--- src/rtl/spi_slave_pkg.sv ---
// Shared constants and types for the J1 SPI slave peripheral.
package spi_slave_pkg;

    localparam int FRAME_BITS = 8;
    localparam int CNT_W      = $clog2(FRAME_BITS);

    // J1 I/O register offsets (4 LSBs of the address)
    localparam logic [3:0] ADDR_TX    = 4'h0;
    localparam logic [3:0] ADDR_SRST  = 4'h4;
    localparam logic [3:0] ADDR_RX    = 4'h8;
    localparam logic [3:0] ADDR_BUSY  = 4'hA;
    localparam logic [3:0] ADDR_AVAIL = 4'hC;
    localparam logic [3:0] ADDR_OVR   = 4'hE;

    typedef enum logic {
        IDLE   = 1'b0,
        ACTIVE = 1'b1
    } core_state_t;

endpackage

--- src/rtl/spi_slave.sv ---
// SPI mode-0 slave core: pin synchronizers, frame FSM, shift registers and
// bit counter. Produces the received byte, a one-cycle frame_done strobe
// (coincident with the rx_data update), busy and the MISO pin value.
module spi_slave
    import spi_slave_pkg::*;
(
    input  logic                  clk,
    input  logic                  rst,
    input  logic                  clear,
    input  logic [FRAME_BITS-1:0] tx_byte,
    input  logic                  sck,
    input  logic                  ss,
    input  logic                  mosi,
    output logic [FRAME_BITS-1:0] rx_data,
    output logic                  frame_done,
    output logic                  busy,
    output logic                  miso
);

    // Pin vector layout: {sck, ss, mosi}; idle levels sck=0, ss=1, mosi=0.
    localparam logic [2:0] PIN_IDLE = 3'b010;

    logic [2:0]            pin_in;
    logic [2:0]            meta_reg;
    logic [2:0]            sync_reg;
    logic                  sck_prev_reg;
    logic                  ss_prev_reg;
    logic                  sck_s;
    logic                  ss_s;
    logic                  mosi_s;
    logic                  sck_rise;
    logic                  sck_fall;
    logic                  ss_rise;
    logic                  ss_fall;
    core_state_t           state_reg;
    logic [CNT_W-1:0]      bit_cnt_reg;
    logic [FRAME_BITS-1:0] shift_rx_reg;
    logic [FRAME_BITS-1:0] shift_tx_reg;
    logic [FRAME_BITS-1:0] rx_data_reg;
    logic                  reload_reg;
    logic                  last_bit;

    assign pin_in = {sck, ss, mosi};
    assign sck_s  = sync_reg[2];
    assign ss_s   = sync_reg[1];
    assign mosi_s = sync_reg[0];

    // Two-flop synchronizers plus one history flop for edge detection.
    // Only the hard reset touches them so a soft reset with ss held low
    // cannot fabricate an ss falling edge.
    always_ff @(posedge clk) begin
        if (rst) begin
            meta_reg     <= PIN_IDLE;
            sync_reg     <= PIN_IDLE;
            sck_prev_reg <= 1'b0;
            ss_prev_reg  <= 1'b1;
        end else begin
            meta_reg     <= pin_in;
            sync_reg     <= meta_reg;
            sck_prev_reg <= sck_s;
            ss_prev_reg  <= ss_s;
        end
    end

    assign sck_rise = sck_s & ~sck_prev_reg;
    assign sck_fall = ~sck_s & sck_prev_reg;
    assign ss_rise  = ss_s & ~ss_prev_reg;
    assign ss_fall  = ~ss_s & ss_prev_reg;
    assign last_bit = (bit_cnt_reg == CNT_W'(FRAME_BITS - 1));

    // Frame FSM: loads tx on ss falling, samples MOSI on sck rising,
    // shifts MISO on sck falling, reloads tx for back-to-back frames.
    always_ff @(posedge clk) begin
        if (rst || clear) begin
            state_reg    <= IDLE;
            bit_cnt_reg  <= '0;
            shift_rx_reg <= '0;
            shift_tx_reg <= '0;
            rx_data_reg  <= '0;
            reload_reg   <= 1'b0;
        end else begin
            case (state_reg)
                IDLE: begin
                    if (ss_fall) begin
                        state_reg    <= ACTIVE;
                        shift_tx_reg <= tx_byte;
                        bit_cnt_reg  <= '0;
                        reload_reg   <= 1'b0;
                    end
                end
                ACTIVE: begin
                    if (ss_rise) begin
                        // Abort or normal end: partial bits are simply dropped.
                        state_reg   <= IDLE;
                        bit_cnt_reg <= '0;
                        reload_reg  <= 1'b0;
                    end else begin
                        if (sck_rise) begin
                            shift_rx_reg <= {shift_rx_reg[FRAME_BITS-2:0], mosi_s};
                            if (last_bit) begin
                                rx_data_reg <= {shift_rx_reg[FRAME_BITS-2:0], mosi_s};
                                bit_cnt_reg <= '0;
                                reload_reg  <= 1'b1;
                            end else begin
                                bit_cnt_reg <= bit_cnt_reg + 1'b1;
                            end
                        end
                        if (sck_fall) begin
                            if (reload_reg) begin
                                shift_tx_reg <= tx_byte;
                                reload_reg   <= 1'b0;
                            end else begin
                                shift_tx_reg <= {shift_tx_reg[FRAME_BITS-2:0], 1'b0};
                            end
                        end
                    end
                end
                default: state_reg <= IDLE;
            endcase
        end
    end

    assign frame_done = (state_reg == ACTIVE) && !ss_rise && sck_rise && last_bit;
    assign rx_data    = rx_data_reg;
    assign busy       = ~ss_s;
    assign miso       = ss_s ? 1'b1 : shift_tx_reg[FRAME_BITS-1];

endmodule

--- src/rtl/peripheral_spi_slave.sv ---
// J1 memory-mapped SPI slave peripheral: bus decoder, tx buffer, status
// flags and registered read port around the spi_slave core.
// Optional feature macro: SPI_SLAVE_OVR_EN (sticky overrun flag at 0xE).
module peripheral_spi_slave
    import spi_slave_pkg::*;
(
    input  logic        clk,
    input  logic        rst,
    input  logic [15:0] d_in,
    input  logic        cs,
    input  logic [3:0]  addr,
    input  logic        rd,
    input  logic        wr,
    output logic [15:0] d_out,
    input  logic        sck,
    input  logic        ss,
    input  logic        mosi,
    output logic        miso
);

    logic                  wr_en;
    logic                  rd_en;
    logic                  soft_rst;
    logic [FRAME_BITS-1:0] tx_buf_reg;
    logic [FRAME_BITS-1:0] rx_data;
    logic                  frame_done;
    logic                  busy;
    logic                  avail_reg;
    logic                  ovr_flag;
    logic [15:0]           rd_data_next;
    logic                  unused_d_in_hi;

    assign wr_en    = cs & wr;
    assign rd_en    = cs & rd;
    assign soft_rst = wr_en && (addr == ADDR_SRST);

    // Only the low byte of write data is meaningful.
    assign unused_d_in_hi = &{1'b0, d_in[15:8]};

    spi_slave u_core (
        .clk        (clk),
        .rst        (rst),
        .clear      (soft_rst),
        .tx_byte    (tx_buf_reg),
        .sck        (sck),
        .ss         (ss),
        .mosi       (mosi),
        .rx_data    (rx_data),
        .frame_done (frame_done),
        .busy       (busy),
        .miso       (miso)
    );

    // Transmit byte; it is not consumed, so it repeats until rewritten.
    always_ff @(posedge clk) begin
        if (rst || soft_rst) begin
            tx_buf_reg <= '0;
        end else if (wr_en && (addr == ADDR_TX)) begin
            tx_buf_reg <= d_in[FRAME_BITS-1:0];
        end
    end

    // Data-available flag: frame completion beats a same-cycle rx read.
    always_ff @(posedge clk) begin
        if (rst || soft_rst) begin
            avail_reg <= 1'b0;
        end else if (frame_done) begin
            avail_reg <= 1'b1;
        end else if (rd_en && (addr == ADDR_RX)) begin
            avail_reg <= 1'b0;
        end
    end

`ifdef SPI_SLAVE_OVR_EN
    logic ovr_reg;

    // Sticky overrun: a frame landed while the previous byte was unread.
    always_ff @(posedge clk) begin
        if (rst || soft_rst) begin
            ovr_reg <= 1'b0;
        end else if (frame_done && avail_reg) begin
            ovr_reg <= 1'b1;
        end else if (rd_en && (addr == ADDR_OVR)) begin
            ovr_reg <= 1'b0;
        end
    end

    assign ovr_flag = ovr_reg;
`else
    assign ovr_flag = 1'b0;
`endif

    // Read data selection for the addressed register.
    always_comb begin
        rd_data_next = 16'h0000;
        case (addr)
            ADDR_RX:    rd_data_next = {8'h00, rx_data};
            ADDR_BUSY:  rd_data_next = {15'h0000, busy};
            ADDR_AVAIL: rd_data_next = {15'h0000, avail_reg};
            ADDR_OVR:   rd_data_next = {15'h0000, ovr_flag};
            default:    rd_data_next = 16'h0000;
        endcase
    end

    // Registered read port: data for one cycle after a read, else zero.
    always_ff @(posedge clk) begin
        if (rst) begin
            d_out <= 16'h0000;
        end else if (rd_en) begin
            d_out <= rd_data_next;
        end else begin
            d_out <= 16'h0000;
        end
    end

endmodule

--- config.mk ---
export PLATFORM = sky130hd
export DESIGN_NAME = peripheral_spi_slave
export DESIGN_NICKNAME = d
export VERILOG_FILES = /design/src/rtl/spi_slave_pkg.sv /design/src/rtl/spi_slave.sv /design/src/rtl/peripheral_spi_slave.sv
export SDC_FILE = /design/constraint.sdc
export NUM_CORES = 1
export LEC_CHECK = 0
export BUFFER_PORTS_ARGS = -buffer_cell sky130_fd_sc_hd__buf_2
export CAP_MARGIN = 15
export CORE_UTILIZATION = 35
export DETAILED_ROUTE_END_ITERATION = 7
export GPL_TIMING_DRIVEN = 1
export SETUP_SLACK_MARGIN = 0.4
export SLEW_MARGIN = 20
export SYNTH_ARGS = -nofsm -noshare
export SYNTH_HDL_FRONTEND = slang
export SYNTH_SLANG_ARGS = --single-unit
export TNS_END_PERCENT = 5
--- constraint.sdc ---
create_clock -name clk -period 1.7 [get_ports clk]
set_clock_uncertainty 0.15 [all_clocks]
set_input_delay 0.34 -clock clk [delete_from_list [all_inputs] [get_ports clk]]
set_output_delay 0.34 -clock clk [all_outputs]
set_load 0.01 [all_outputs]
==> impl_metrics.tcl <==
set metrics [dict create \
    status "finished, final reports clean" \
    dp_hpwl_mm 2.69 \
    ant_nets 0 \
    clock-sinks 53 \
    grt_max_degree 30 \
    dieArea_sq_mm 0.00651 \
    instances_no_fill 339 \
    area_growth_pct 23.6 \
    hp-start "ss" \
    synth-compound-area-share_pct 10.6 \
    num_rows 28 \
    synth_most_common_cell "dfxtp_1" \
    synth_area_leaders "dfxtp_1 49%, mux2i_1 7.9%, a21oi_1 4.4%" \
    clock.fmax_mhz 642 \
    dieHeight_um 80.7 \
    placed_cell_area_sq_mm 0.00237 \
    final_hold_viol_count 0 \
    worst_setup_path_start_kind "flip-flop" \
    h-tree-depth 2 \
    start_util_pct 36.4 \
    clkLatencyLatePin_ns 0.30 \
    portBuffers 28 \
    min_period_ns 1.56 \
    seq_area_frac_synth_pct 49.0 \
    drcViolationCount 0 \
    ys_async_sr_fraction_pct 0 \
    crit_slowest_cell "dfxtp_2" \
    critical_path_class "reg2reg" \
    drive_above_1_share_pct 32.2 \
    pwr-share-clk_pct 40.6 \
    final_area_sq_mm 0.00268 \
    yosys.area.top_type "dfxtp_1" \
    io_pins 45 \
    critical_path_peak_fanout 5 \
    setup_viol 0 \
    via_count 1614 \
    synth-simple-area-share_pct 24.2 \
    wl_per_cell_um 12.5 \
    synth_mux_area_share_pct 7.85 \
    dpl.cell_count 322 \
    synth_edf_count 0 \
    netlist_instances 222 \
    synthXorXnorAreaFrac_pct 0 \
    rr_worst_depth 7 \
    hp-class "in2reg" \
    cpPeakStageDelay_ns 0.36 \
    rsz0062_at_grt "true" \
    end_kind "flip-flop" \
    grt.overflow.total 0 \
    r2r_end "u_core.rx_data[5]$_SDFFE_PP0P_" \
    die_w_um 80.7 \
    grt_pass1_vias 1457 \
    synth_ff_type "dfxtp_1" \
    synth-seq-cells 53 \
    routed_wl_mm 4.25 \
    coreArea_sq_mm 0.00596 \
    power.density_mw_per_mm2 901 \
    drv_cap 0 \
    drtIter0Drc 70 \
    cpLargestDelayFamily "flip-flops" \
    synth_top_family_by_area "simple AND/OR/NAND/NOR gates" \
    synthAdderAreaFrac_pct 1.15 \
    antenna_found_initial 0 \
    power_switching_mw 0.497 \
    crit_chain "ha_4 > ha_4 > nand4_1 > buf_4 > buf_12 > mux2i_2 > nor2_1" \
    clock_tree.root_cell "clkbuf_8" \
    yosysWarnings 0 \
    arrival_ns 1.59 \
    place_congestion 0.682 \
    drv_slew 0 \
    synth_top_area_share_pct 49.0 \
    path_clk_slew_ns 0.09 \
    finalCritPeriodShare_pct 91.7 \
    reg2reg_slack_ns 0.14 \
    synth_common_cells "53 x dfxtp_1, 25 x nand2_1, 19 x a21oi_1" \
    dr.pass1.iters 4 \
    cts_buffers 5 \
    crit_buf_inv 2 \
    grt.total_usage_pct 14.4 \
    cts_tree "yes" \
    finalNetCount 293 \
    syn-cell-area_sq_mm 0.00217 \
    power_leakage_nw 1.13 \
    syn_area_per_cell_sq_um 9.76 \
    switching_share_pct 20.6 \
    grt_pass1_wl_mm 7.04 \
    via_per_inst 4.76 \
    hold_end "u_core.meta_reg[1]$_SDFF_PP1_" \
    pwr-share-comb_pct 6.6 \
    ir_worst_vdd_mv 0.374 \
    antenna_cells 0 \
    r2r_start "u_core.bit_cnt_reg[0]$_SDFFE_PP0P_" \
    hold_ws_ns 0.0708 \
    cts_buffer_depth 2 \
    internal_power_mw 1.92 \
    fin_setup_tns_ns 0 \
    ys_types 41 \
    crit_top_cell "ha_4" \
    cp_data_required_time_ns 1.73 \
    holdPathStages 2 \
    pwr-share-seq_pct 52.7 \
]
[worst max-delay path by stage]
stage	startpoint	endpoint	slack [ns]	cells past startpoint
final	u_core.bit_cnt_reg[0]$_SDFFE_PP0P_	u_core.rx_data[5]$_SDFFE_PP0P_	0.14	7
after global routing	u_core.bit_cnt_reg[0]$_SDFFE_PP0P_	u_core.rx_data[5]$_SDFFE_PP0P_	0.04	7
after CTS	u_core.ss_prev_reg$_SDFF_PP1_	u_core.shift_tx_reg[0]$_SDFFE_PP0P_	0.18	4
after detailed placement	u_core.ss_prev_reg$_SDFF_PP1_	u_core.shift_tx_reg[0]$_SDFFE_PP0P_	0.09	4
after global placement	u_core.ss_prev_reg$_SDFF_PP1_	u_core.shift_tx_reg[0]$_SDFFE_PP0P_	0.11	4
after floorplan	addr[3]	u_core.bit_cnt_reg[1]$_SDFFE_PP0P_	0.21	5
[routing by layer]
metal,vias to the layer above,routed length [um],global-route usage [%]
li1,831,-,-
met1,745,2010,18.4
met2,34,2000,22.8
met3,4,192,3.86
met4,0,51,5.54
met5,-,0,0
[area by class of cell]
| class | count | area [sq um] |
|---|---|---|
| Clock buffer | 5 | 68.8 |
| Tap cell | 75 | 93.8 |
| Inverter | 1 | 3.75 |
| Timing Repair Buffer | 46 | 319 |
| Sequential cell | 53 | 1080 |
| Fill cell | 591 | 3280 |
| Multi-Input combinational cell | 156 | 1050 |
| Clock inverter | 3 | 65.1 |
[per-stage QoR]
| stage | util (%) | worst slack [ns] | power [mW] |
|---|---|---|---|
| after CTS | 44.8 | 0.176 | 2.44 |
| after detailed placement | 39.7 | 0.0910 | 1.45 |
| final | 45.0 | 0.142 | 2.41 |
| after global routing | 45.0 | 0.0436 | 2.51 |
| after global placement | 39.7 | 0.110 | 1.44 |
| after floorplan | - | 0.213 | 1.42 |
[power groups by stage]
stage	logic [mW]	clock network, mW	registers, mW
final	0.160	0.981	1.27
after global routing	0.175	1.06	1.28
after CTS	0.160	1.01	1.27
after detailed placement	0.144	0	1.30
after global placement	0.142	0	1.30
after floorplan	0.118	0	1.30
[what timing repair did]
| action | CTS | global route |
|---|---|---|
| buffers inserted | 7 | 0 |
| gates cloned | 2 | 0 |
| resized for setup | 19 | 4 |
| hold buffers | 0 | 0 |
| endpoints found under the setup margin | 29 | 37 |
| pin swaps | 3 | 2 |
[cells in the final DEF (no fill, tap or decap), drive strengths merged, types with 2 or more instances in the layout]
cell and count:
dfxtp 53, buf 45, nand2 25, nor2 21, a21oi 19, mux2i 17
nand3b 8, and2 8, conb 8, nor2b 8, a211oi 7, clkbuf 5
nand3 5, or2 4, o21ai 4, a32oi 2, nand4 2, ha 2
bufinv 2, nor4 2, nand2b 2, a21o 2, nor3 2
[cells by family after synthesis]
kind of cell	Yosys count
muxes	17
AOI/OAI and AO/OA	35
buffers and inverters	21
other	1
DFF	53
and+or+nand+nor	93
adders and majority gates	2
Power figures use the tool's default switching activity.
